--- config.mk ---
export PLATFORM = sky130hd
export DESIGN_NAME = pipe_exe_muldiv
export DESIGN_NICKNAME = d
export VERILOG_FILES = /design/src/rtl/pipe_exe_muldiv.sv
export SDC_FILE = /design/constraint.sdc
export NUM_CORES = 2
export LEC_CHECK = 0
export CELL_PAD_IN_SITES_DETAIL_PLACEMENT = 1
export CELL_PAD_IN_SITES_GLOBAL_PLACEMENT = 1
export CORE_AREA = 10 10 525 527
export DETAILED_ROUTE_END_ITERATION = 6
export DIE_AREA = 0 0 535 537
export GPL_ROUTABILITY_DRIVEN = 0
export GPL_TIMING_DRIVEN = 0
export PLACE_DENSITY_LB_ADDON = 0.08
export SKIP_LAST_GASP = 1
export SYNTH_ARGS = -nofsm -noshare
export SYNTH_HDL_FRONTEND = slang
export SYNTH_SLANG_ARGS = --single-unit
--- constraint.sdc ---
create_clock -name clk -period 15.2 [get_ports clk]
set_input_delay 1.52 -clock clk [delete_from_list [all_inputs] [get_ports clk]]
set_output_delay 1.52 -clock clk [all_outputs]
set_load 0.005 [all_outputs]
--- src/rtl/pipe_exe_muldiv.sv ---
// EXE-stage multiply/divide unit with architectural HI/LO registers.
// Holds the stage while a pipelined multiply or restoring divide runs; commits HI/LO on retire.
module pipe_exe_muldiv #(
  parameter int unsigned WIDTH   = 32,
  parameter int unsigned MUL_LAT = 2
) (
  input  logic             clk,
  input  logic             rst,
  input  logic             in_valid_i,
  output logic             allowin_o,
  input  logic [2:0]       op_i,
  input  logic [WIDTH-1:0] a_i,
  input  logic [WIDTH-1:0] b_i,
  input  logic             ex_block_i,
  input  logic             flush_i,
  input  logic             mem_allowin_i,
  output logic             out_valid_o,
  output logic             busy_o,
  output logic [WIDTH-1:0] hi_o,
  output logic [WIDTH-1:0] lo_o
);

  localparam logic [2:0] OpMult  = 3'd1;
  localparam logic [2:0] OpMultu = 3'd2;
  localparam logic [2:0] OpDiv   = 3'd3;
  localparam logic [2:0] OpDivu  = 3'd4;
  localparam logic [2:0] OpMthi  = 3'd5;
  localparam logic [2:0] OpMtlo  = 3'd6;

  localparam int unsigned CntMax = (WIDTH > MUL_LAT) ? WIDTH : MUL_LAT;
  localparam int unsigned CntW   = $clog2(CntMax + 1);

  typedef enum logic [1:0] {StIdle, StMul, StDiv, StDone} state_e;

  state_e                state_q, state_d;
  logic [CntW-1:0]       cnt_q, cnt_d;
  logic [2:0]            op_q;
  logic [WIDTH-1:0]      a_q, b_q;
  logic [WIDTH-1:0]      quo_q, quo_d, rem_q, rem_d, bmag_q, bmag_d;
  logic [2*WIDTH-1:0]    prod_q [MUL_LAT];
  logic [WIDTH-1:0]      hi_q, lo_q;

  logic                  accept, commit;
  logic [2*WIDTH-1:0]    mul_a, mul_b, product;
  logic                  sdiv_in, sdiv_q, q_neg, r_neg;
  logic [WIDTH-1:0]      a_mag_in, b_mag_in;
  logic [WIDTH:0]        rem_shift, diff;
  logic [WIDTH-1:0]      res_hi, res_lo;
  logic                  wr_hi, wr_lo;

  function automatic state_e op_state(input logic [2:0] op);
    if (op == OpMult || op == OpMultu) return StMul;
    if (op == OpDiv || op == OpDivu) return StDiv;
    return StDone;
  endfunction

  always_comb begin
    out_valid_o = (state_q == StDone);
    busy_o      = (state_q == StMul) || (state_q == StDiv);
    allowin_o   = ((state_q == StIdle) || (out_valid_o && mem_allowin_i)) && !flush_i;
    accept      = in_valid_i && allowin_o;
    commit      = out_valid_o && mem_allowin_i && !flush_i;
    hi_o        = hi_q;
    lo_o        = lo_q;
  end

  always_comb begin
    state_d = state_q;
    cnt_d   = cnt_q;
    if (flush_i) begin
      state_d = StIdle;
      cnt_d   = '0;
    end else begin
      unique case (state_q)
        StIdle: begin
          if (accept) state_d = op_state(op_i);
          cnt_d = '0;
        end
        StMul: begin
          if (cnt_q == CntW'(MUL_LAT - 1)) begin
            state_d = StDone;
            cnt_d   = '0;
          end else begin
            cnt_d = cnt_q + 1'b1;
          end
        end
        StDiv: begin
          if (cnt_q == CntW'(WIDTH)) begin
            state_d = StDone;
            cnt_d   = '0;
          end else begin
            cnt_d = cnt_q + 1'b1;
          end
        end
        StDone: begin
          if (commit) state_d = accept ? op_state(op_i) : StIdle;
          cnt_d = '0;
        end
        default: begin
          state_d = StIdle;
          cnt_d   = '0;
        end
      endcase
    end
  end

  // Sign- or zero-extend to 2*WIDTH so one truncated multiply serves both MULT and MULTU.
  always_comb begin
    mul_a   = (op_q == OpMult) ? {{WIDTH{a_q[WIDTH-1]}}, a_q} : {{WIDTH{1'b0}}, a_q};
    mul_b   = (op_q == OpMult) ? {{WIDTH{b_q[WIDTH-1]}}, b_q} : {{WIDTH{1'b0}}, b_q};
    product = mul_a * mul_b;
  end

  always_comb begin
    sdiv_in   = (op_i == OpDiv);
    a_mag_in  = (sdiv_in && a_i[WIDTH-1]) ? -a_i : a_i;
    b_mag_in  = (sdiv_in && b_i[WIDTH-1]) ? -b_i : b_i;
    sdiv_q    = (op_q == OpDiv);
    q_neg     = sdiv_q && (a_q[WIDTH-1] ^ b_q[WIDTH-1]);
    r_neg     = sdiv_q && a_q[WIDTH-1];
    rem_shift = {rem_q, quo_q[WIDTH-1]};
    diff      = rem_shift - {1'b0, bmag_q};
    quo_d     = quo_q;
    rem_d     = rem_q;
    bmag_d    = bmag_q;
    if (accept && (op_state(op_i) == StDiv)) begin
      quo_d  = a_mag_in;
      rem_d  = '0;
      bmag_d = b_mag_in;
    end else if (state_q == StDiv) begin
      if (cnt_q < CntW'(WIDTH)) begin
        if (!diff[WIDTH]) begin
          rem_d = diff[WIDTH-1:0];
          quo_d = {quo_q[WIDTH-2:0], 1'b1};
        end else begin
          rem_d = rem_shift[WIDTH-1:0];
          quo_d = {quo_q[WIDTH-2:0], 1'b0};
        end
      end else if (b_q == '0) begin
        // Divide by zero yields an all-ones quotient and the raw dividend, signed or not.
        quo_d = '1;
        rem_d = a_q;
      end else begin
        quo_d = q_neg ? -quo_q : quo_q;
        rem_d = r_neg ? -rem_q : rem_q;
      end
    end
  end

  always_comb begin
    res_hi = '0;
    res_lo = '0;
    wr_hi  = 1'b0;
    wr_lo  = 1'b0;
    unique case (op_q)
      OpMult, OpMultu: begin
        res_hi = prod_q[MUL_LAT-1][2*WIDTH-1:WIDTH];
        res_lo = prod_q[MUL_LAT-1][WIDTH-1:0];
        wr_hi  = 1'b1;
        wr_lo  = 1'b1;
      end
      OpDiv, OpDivu: begin
        res_hi = rem_q;
        res_lo = quo_q;
        wr_hi  = 1'b1;
        wr_lo  = 1'b1;
      end
      OpMthi: begin
        res_hi = a_q;
        wr_hi  = 1'b1;
      end
      OpMtlo: begin
        res_lo = a_q;
        wr_lo  = 1'b1;
      end
      default: begin
        wr_hi = 1'b0;
        wr_lo = 1'b0;
      end
    endcase
  end

  always_ff @(posedge clk) begin
    if (rst) begin
      state_q <= StIdle;
      cnt_q   <= '0;
      op_q    <= '0;
      a_q     <= '0;
      b_q     <= '0;
      quo_q   <= '0;
      rem_q   <= '0;
      bmag_q  <= '0;
      hi_q    <= '0;
      lo_q    <= '0;
    end else begin
      state_q <= state_d;
      cnt_q   <= cnt_d;
      quo_q   <= quo_d;
      rem_q   <= rem_d;
      bmag_q  <= bmag_d;
      if (accept) begin
        op_q <= op_i;
        a_q  <= a_i;
        b_q  <= b_i;
      end
      if (commit && !ex_block_i && wr_hi) hi_q <= res_hi;
      if (commit && !ex_block_i && wr_lo) lo_q <= res_lo;
    end
  end

  // Shifts only while in MUL, so the last stage holds the product throughout DONE.
  always_ff @(posedge clk) begin
    if (rst) begin
      for (int i = 0; i < int'(MUL_LAT); i++) prod_q[i] <= '0;
    end else if (state_q == StMul) begin
      prod_q[0] <= product;
      for (int i = 1; i < int'(MUL_LAT); i++) prod_q[i] <= prod_q[i-1];
    end
  end

endmodule

==> impl_metrics.csv <==
group,metric,value,unit
outcome,violations,"max-capacitance violations, max-slew violations",
setup_path,critPathArrivalTime,12810,ps
clocking,htreeDepth,2,
timing,max_freq,0.07981,GHz
synthesis,synth_cell_types,77,
clocking,root_buffer,"clkbuf_16",
clocking,cts_buffer_depth,3,
final_layout,num-nets-final,9702,
routing,drt_iter0_drc,3256,
setup_path,crit_top_cell,"fa_1",
floorplanning,core_area,264600,µm²
global_routing,globalRouteOverflowTotal,0,
timing,max_slew_margin,-0.02124,
setup_path,end_kind,"register",
synthesis,synthFlopType,"dfxtp_1",
power_and_ir_drop,p_leak,34.62,nW
setup_path,slowest_delay,960,ps
setup_path,path_buf_inv,5,
outcome,status,"finished with violations",
timing,rsz0062_at_grt,"false",
synthesis,ys_seq_area_frac,0.1248,
placed_design,postPlaceCellArea,74810,µm²
timing,finalCriticalPeriod,12530,ps
timing,fin_setup_tns,0,ps
synthesis,yosys_warnings,0,
setup_path,r2r_cells,26,
clocking,cts_setup_buffers,0,
floorplanning,io_pins,140,
setup_path,critPathLaunchType,"register",
synthesis,yosysTopAreaCellShare,0.4156,
timing,fin_skew,54.95,ps
final_layout,layout-drive-gt1-share,0.02285,
global_routing,grt_pass1_vias,60170,
timing,finalCritPeriodShare,0.8243,
setup_path,r2r-end,"prod_q[0][61]$_SDFFCE_PN0P_",
global_routing,antenna_found_initial,33,
job,maxCapViolations,1,
global_routing,grt_pass1_wl,470400,µm
final_layout,syn_to_final_growth,11.10,%
synthesis,async_reset_ff_frac,0,
routing,final_antenna_net_count,0,
power_and_ir_drop,peakVddDrop,88.07,µV
clocking,clk_latency,620,ps
final_layout,filler_cell_count,30700,
clocking,postCtsHoldBufs,0,
synthesis,synth.area.top_cells,"fa_1, inv_1, dfxtp_1",
power_and_ir_drop,power_density,52.96,nW/µm²
clocking,cts_tree,"yes",
floorplanning,initial_core_util,0.2589,
timing,worstMarginPinSlew,1532,ps
setup_path,r2r_slack,2670,ps
routing,viasPerCell,4.741,
synthesis,avgSynthCellArea,8.957,µm²
setup_path,crit_family,"adder cells",
floorplanning,die_y,537,µm
routing,drt-pass1-iter-count,5,
synthesis,synth_edf_count,128,
routing,dr_total_vias,54140,
timing,setup_viol,0,
setup_path,crit_start,"b_q[31]$_SDFFE_PP0P_",
setup_path,critPathSlowestCell,"dfxtp_1",
min_path,hold_path_class,"reg2reg",
min_path,worstHoldStart,"bmag_q[31]$_SDFFE_PP0P_",
global_routing,grt_max_degree,68,
placed_design,io_buffer_count,139,
timing,drv_slew,9,
timing,hold_viol_final,0,
synthesis,syn_nets,9501,
global_routing,grt_usage,0.2294,
clocking,cts_buffers,38,
setup_path,crit_type,"reg2reg",
placed_design,dp_hpwl,290700,µm
synthesis,synth_top_cell_by_area,"fa_1",
setup_path,required,15480,ps
final_layout,post-route-cell-area,76110,µm²
floorplanning,die_area,287300,µm²
clocking,clock_sinks,363,
setup_path,worstPathMaxFanout,12,
routing,wire_per_inst,29.41,µm
setup_path,endpoint,"prod_q[0][61]$_SDFFCE_PN0P_",
routing,wl,335800,µm
synthesis,syn-cell-area,68500,µm²
floorplanning,rows,189,
floorplanning,fp.dieW,535,µm
synthesis,yosys_register_bits,363,
setup_path,reg2reg_from,"b_q[31]$_SDFFE_PP0P_",
setup_path,worst-path-stages,26,
clocking,cts.clk_slew.worst_paths,70,ps
clocking,cts.repair.resized,0,
synthesis,synth_cells,7648,
routing,drc,0,
-- how the worst min path moves through the flow --
stage / to / slack (ps) / cells after the start
2_1_floorplan: bmag_q[31]$_SDFFE_PP0P_ / 440 / 2
3_3_place_gp: bmag_q[31]$_SDFFE_PP0P_ / 450 / 2
3_5_place_dp: bmag_q[31]$_SDFFE_PP0P_ / 460 / 2
4_1_cts: bmag_q[31]$_SDFFE_PP0P_ / 470 / 2
5_1_grt: bmag_q[31]$_SDFFE_PP0P_ / 490 / 2
6_report: bmag_q[31]$_SDFFE_PP0P_ / 480 / 2
-- sequential cells by signal, summed over array words and instances, names as in the netlist --
register / flops
prod_q: 128
a_q: 32
b_q: 32
bmag_q: 32
hi_o: 32
lo_o: 32
quo_q: 32
rem_q: 32
cnt_q: 6
op_q: 3
state_q: 2
-- tightest hold or removal path, cell delays in order, from the launching register on --
cell	delay, ps
dfxtp_1	310
nand2_1	60
a21oi_1	60
-- area by class of cell --
cell class,instances,area [µm²],area share
sequential,363,8548,0.1123
tap,3533,4420,0.05808
timing repair buffer,161,1828,0.02402
clock inverter,21,261.5,0.003436
multi-input combinational,5218,52190,0.6858
inverter,1566,5878,0.07723
antenna,9,22.52,0.0002959
clock buffer,48,1018,0.01338
buffer,501,1937,0.02545
-- stage by stage --
| step | hold WS [ps] | std cells | setup slack (ps) | utilization | power (mW) |
|---|---|---|---|---|---|
| finish | 477.0 | 11420 | 2671 | 0.2876 | 4.031 |
| global route | 493.3 | 11410 | 2492 | 0.2875 | 4.259 |
| CTS | 471.4 | 11410 | 2452 | 0.2875 | 4.059 |
| detailed placement | 462.1 | 11340 | 2525 | 0.2827 | 3.021 |
| global placement | 448.5 | 11320 | 2180 | 0.2808 | 2.996 |
| floorplan | 436.3 | 7648 | 6173 | - | 2.266 |
-- per-layer routing --
layer,global-route usage,share of wire,up-vias,wire [µm]
met2,0.3883,0.47,1227,157100
met1,0.3062,0.45,28730,150200
met3,0.01622,0.037,348,12440
met5,0,0,-,0
met4,0.08761,0.048,0,16080
li1,-,-,23830,-
-- cells in the final DEF (no fill, tap or decap), types with 18 or more instances in the layout --
cell type,count
and3_1,18
fa_1,1421
clkbuf_2,30
clkbuf_16,38
nand4_1,30
o211ai_1,24
clkdlybuf4s50_1,139
dfxtp_1,235
ha_1,358
clkbuf_1,446
inv_1,1566
nand3_1,43
nor4_1,27
mux2_2,33
a21o_1,43
nor2b_1,44
nor2_1,363
a221oi_1,34
a21oi_1,363
buf_1,27
mux2i_1,40
edfxtp_1,128
a22oi_1,100
nand2b_1,31
o22ai_1,39
or3_1,20
o21ai_0,118
xor2_1,85
a211oi_1,72
and2_1,510
o21bai_1,22
xnor2_1,158
a31oi_1,27
nand2_1,960
nor3_1,49
-- power by group --
part / internal, mW / switching (mW)
Sequential: 1.06 / 0.0523
Clock: 0.538 / 0.487
Combinational: 0.620 / 1.27
Total: 2.22 / 1.81
-- logic make-up (layout without fill, tap and decap cells) --
kind of cell    after synthesis  after routing  share of synthesized area
fa+ha+maj                  1781           1781                     0.4811
simple gates               2133           2133                     0.1456
xor+xnor                    243            243                    0.03107
mux                          73             73                    0.01127
flops                       363            363                     0.1248
compound gates              988            988                    0.09260
other cells                   0              9                          0
buf+inv                    2067           2297                     0.1136
-- Yosys cell counts, drive strengths merged (45+ instances only) --
cell       n
a211oi    73
a21oi    364
a22oi    100
and2     511
clkbuf   469
dfxtp    235
edfxtp   128
fa      1422
ha       358
inv     1566
nand2    961
nor2     363
nor2b     45
nor3      50
o21ai    123
xnor2    158
xor2      85
Power figures use the tool's default switching activity.
